### src/rtl/alu_pkg.sv
// alu_pkg: shared FSM state encoding and default widths for alu_opseq
package alu_pkg;
    localparam int N_DEF = 4;
    localparam int CW_DEF = 8;
    typedef enum logic [1:0] {LOAD_A, LOAD_B, EXEC, RESULT} state_t;
endpackage

### src/rtl/alu_opseq.sv
// alu_opseq: two-word operand sequencer around an external OR unit; ALU_OPSEQ_ZERO_EN adds res_zero
module alu_opseq
    import alu_pkg::*;
#(
    parameter int N  = N_DEF,
    parameter int CW = CW_DEF
) (
    input  logic          clk,
    input  logic          rst_n,
    input  logic          in_valid,
    output logic          in_ready,
    input  logic [N-1:0]  in_data,
    input  logic          flush,
    output logic [N-1:0]  op_a,
    output logic [N-1:0]  op_b,
    input  logic [N-1:0]  op_c,
    output logic [N-1:0]  res,
    output logic          out_valid,
    input  logic          out_ready,
`ifdef ALU_OPSEQ_ZERO_EN
    output logic          res_zero,
`endif
    output logic [CW-1:0] op_cnt
);
    state_t state;
    assign in_ready = (state == LOAD_A) || (state == LOAD_B);
`ifdef ALU_OPSEQ_ZERO_EN
    always_ff @(posedge clk or negedge rst_n)
        if (!rst_n)
            res_zero <= 1'b0;
        else if (!flush && state == EXEC)
            res_zero <= (op_c == '0);
`endif
    // flush has priority over every load, capture and handshake
    always_ff @(posedge clk or negedge rst_n) begin
        if (!rst_n) begin
            state     <= LOAD_A;
            op_a      <= '0;
            op_b      <= '0;
            res       <= '0;
            out_valid <= 1'b0;
            op_cnt    <= '0;
        end else if (flush) begin
            state     <= LOAD_A;
            out_valid <= 1'b0;
        end else begin
            case (state)
                LOAD_A: if (in_valid) begin
                    op_a  <= in_data;
                    state <= LOAD_B;
                end
                LOAD_B: if (in_valid) begin
                    op_b  <= in_data;
                    state <= EXEC;
                end
                EXEC: begin
                    res       <= op_c;
                    out_valid <= 1'b1;
                    state     <= RESULT;
                end
                RESULT: if (out_ready) begin
                    out_valid <= 1'b0;
                    op_cnt    <= op_cnt + CW'(1);
                    state     <= LOAD_A;
                end
                default: state <= LOAD_A;
            endcase
        end
    end
endmodule

### config.mk
export PLATFORM = sky130hd
export DESIGN_NAME = alu_opseq
export DESIGN_NICKNAME = d
export VERILOG_FILES = /design/src/rtl/alu_pkg.sv /design/src/rtl/alu_opseq.sv
export SDC_FILE = /design/constraint.sdc
export NUM_CORES = 1
export LEC_CHECK = 0
export ABC_AREA = 0
export CORE_MARGIN = 4
export CORE_UTILIZATION = 30
export CTS_BUF_LIST = sky130_fd_sc_hd__clkbuf_16
export CTS_CLUSTER_SIZE = 8
export DETAILED_ROUTE_END_ITERATION = 8
export PLACE_DENSITY_LB_ADDON = 0.2
export SLEW_MARGIN = 25
export SYNTH_ARGS = -nofsm -noshare
export SYNTH_HDL_FRONTEND = slang
export SYNTH_SLANG_ARGS = --single-unit
### constraint.sdc
create_clock -name clk -period 1.8 [get_ports clk]
set_input_delay 0.54 -clock clk [delete_from_list [all_inputs] [get_ports clk]]
set_output_delay 0.54 -clock clk [all_outputs]
set_load 0.01 [all_outputs]
==> out/summary.md <==
### Timing
- share of the clock period used by the worst path: 0.982
- final count of negative-setup-slack endpoints: 0
- clock tree skew after final layout: 0.00282 ns
- unrepaired setup endpoints after global routing: true
- final critical-path required period: 1.77 ns
- total count of max-transition violations in the final report: 0
- worst hold margin: 0.468 ns
- upper clock frequency limit: 566 MHz
- worst-margin pin slew: 0.298 ns
- relative slew slack: 0.802
- number of failing hold endpoints at the final stage: 0

### Worst setup path
- kind of cell adding the most delay to the critical path: flip-flops
- Critical Setup Path Class: register to output pin
- source of the worst register-to-register timing path: state[0]
- Worst EP required: 1.26 ns
- worst setup path start: state[0]
- largest driver fanout on the critical path: 3
- crit path buf inv count: 2
- Slowest-stage cell, CP: sky130_fd_sc_hd__dfrtp_1
- list of cells traversed by the critical path: inv_2 -> ha_4 -> or2_4 -> buf_6
- Data arrival, critical path: 1.23 ns
- Slowest Stage Delay on Critical Path: 0.38 ns
- CP startpoint kind: register
- kind of capture point of the worst setup path: output pin

### Min path
- HP Class: register to register
- startpoint of the lowest-slack hold path: op_cnt[7]

### Synthesis
- share of the synthesized area in compound gates (AO/OA/AOI/OAI): 0.0378
- synthesized cell area: 1030 µm²
- post-synthesis average cell area: 13.0 µm²
- register bit total from synthesis: 23
- number of distinct library cells after synthesis: 20
- register area share after synthesis: 0.561
- mux contribution to synthesized area: 0.143
- share of synthesized cell area in full adder, half adder and majority cells: 0.0610
- instance count of the mapped netlist: 79
- number of synthesized flops with an enable pin: 0
- most used flip-flop cell after synthesis: sky130_fd_sc_hd__dfrtp_1
- post-synthesis share of cell area spent on xor and xnor gates: 0.0598
- net count of the mapped netlist: 97
- asr flop ratio synth: 1.00
- simple-gate share of the synthesized area: 0.130
- main combinational cell family by area after synthesis: multiplexers
- Synthesis Warnings: 0

### Floorplan
- overall die height: 66.5 µm
- placeable core area: 3150 µm²
- site row count: 20
- I/O pin count: 35
- effective utilization at floorplan: 0.325
- die width: 66.5 µm
- Die Footprint: 4420 µm²

### CTS
- CTS tree: done
- buffers from clock root to sink, at most: 2
- TritonCTS Sinks: 23
- clock insertion delay at the later pin of the skew report: 0.26 ns
- Clock H-tree levels: 1
- root cell of the clock tree: sky130_fd_sc_hd__clkbuf_16
- Clk pin slew, worst setup/hold paths: 0.06 ns
- CTS Buf Count: 3

### Cells and area
- layout-stage area growth over the synthesis result: 58.0%
- number of nets in the layout: 149
- leading cell type in the layout, fill and taps excluded: sky130_fd_sc_hd__clkdlybuf4s50_1
- Sequential cell area: 577 µm²
- fraction of layout instances using a drive strength above 1: 0.308
- diode count: 0
- highest-count cells in the layout ignoring fill and taps: sky130_fd_sc_hd__clkdlybuf4s50_1, sky130_fd_sc_hd__dfrtp_1, sky130_fd_sc_hd__mux2_2, sky130_fd_sc_hd__buf_4, sky130_fd_sc_hd__nand2_1
- total of fill cells in the finished design: 300
- final non-filler cell total: 174
- footprint of the multi-input gates: 460 µm²
- final core occ: 0.514

### Run
- max cap viols: 0

### Route
- first drt pass iteration count: 3
- Routed Wire Length: 2.25 mm
- total number of vias: 772
- vias per cell: 4.44
- Detailed Route Iter0 Violations: 11
- Avg WL per Cell: 12.9 µm
- final routed DRC violation total: 0
- ANT nets after route: 0

### Global routing
- Overflow after GRT: 0
- largest net degree at the start of global routing: 24
- number of antenna violations at the first check in global routing: 0
- vias in the first global route: 810
- GRT Total Usage: 0.114
- wire length of the first global-routing pass: 3.75 mm

### Placement
- number of port buffers: 34
- Post-DP HPWL: 1.59 mm
- number of instances in the placed design: 165
- gp weighted congestion: 0.695

### Power and ir drop
- power per cell area: 1460 nW/µm²
- largest vdd supply drop: 0.653 mV
- leakage: 0.754 nW

### Outcome
- outcome: finished, final reports clean

## kinds of logic (layout without fill, tap and decap cells)
| group | after synthesis | count (layout) |
|---|---|---|
| compound gates | 6 | 6 |
| xor+xnor | 7 | 7 |
| fa+ha+maj | 5 | 5 |
| buf+inv | 2 | 53 |
| flops | 23 | 23 |
| mux | 13 | 13 |
| simple gates | 23 | 23 |
## repair_timing
action / 4_1_cts / 5_1_grt
setup endpoints to repair: 1 / 6
pin swaps: 0 / 1
gates resized for setup: 8 / 5
hold buffers: 0 / 0
buffers inserted: 0 / 5
## layer usage
layer  part of all wire  global-route usage  vias to the layer above
met4              0.016              0.0457                        0
met2               0.49               0.193                       25
met5                  0                   0                        -
met3              0.065              0.0422                        5
li1                   -                   -                      375
met1               0.43               0.128                      367
## power breakdown
group          switching, mW  total (mW)  internal, mW
clock network          0.185       0.484         0.299
logic                  0.403        1.08         0.673
registers              0.111       0.810         0.699
total                  0.698        2.37          1.67
## synth_stat cells, types with 2 or more instances
cell type,count,area share
sky130_fd_sc_hd__a21oi_1,3,0.015
sky130_fd_sc_hd__dfrtp_1,23,0.56
sky130_fd_sc_hd__ha_1,5,0.061
sky130_fd_sc_hd__inv_1,2,0.0073
sky130_fd_sc_hd__mux2_2,13,0.14
sky130_fd_sc_hd__nand2_1,7,0.026
sky130_fd_sc_hd__nand4_1,2,0.012
sky130_fd_sc_hd__nor2_1,4,0.015
sky130_fd_sc_hd__nor2b_1,3,0.018
sky130_fd_sc_hd__nor3_2,2,0.020
sky130_fd_sc_hd__xnor2_1,2,0.017
sky130_fd_sc_hd__xor2_1,5,0.043
## area by class of cell
cell class	instances	area share
Clock buffer	3	0.0463
Clock inverter	1	0.00309
Inverter	2	0.00463
Multi-Input combinational cell	54	0.284
Sequential cell	23	0.356
Tap cell	44	0.0340
Timing Repair Buffer	47	0.272
## final timing paths
kind                                  end  slack, ns  cells past startpoint
worst max-delay path             in_ready       0.03                      4
worst min register to register  op_cnt[7]       0.47                      1
max in group asynchronous       op_cnt[0]       0.91                      2
worst min-delay path            op_cnt[7]       0.47                      1
worst max register to register   state[0]       0.19                      7
min in group asynchronous       out_valid       0.64                      2
## through the flow
stage	setup WS [ns]	TNS, ns	instance area [µm²]	power (mW)
after global placement	-0.119	-1.05	1480	1.76
after floorplan	0.292	0	1030	1.21
final	0.0328	0	1620	2.37
after CTS	0.00396	0	1570	2.32
after global routing	-0.00798	-0.0123	1620	2.53
after detailed placement	-0.145	-1.10	1480	1.78
## state kept, by name, indices dropped and copies added, names as in the netlist
| register | count |
|---|---|
| state | 2 |
| out_valid | 1 |
| res | 4 |
| op_b | 4 |
| op_a | 4 |
| op_cnt | 8 |
No activity file was read; power rests on OpenSTA's default activity.
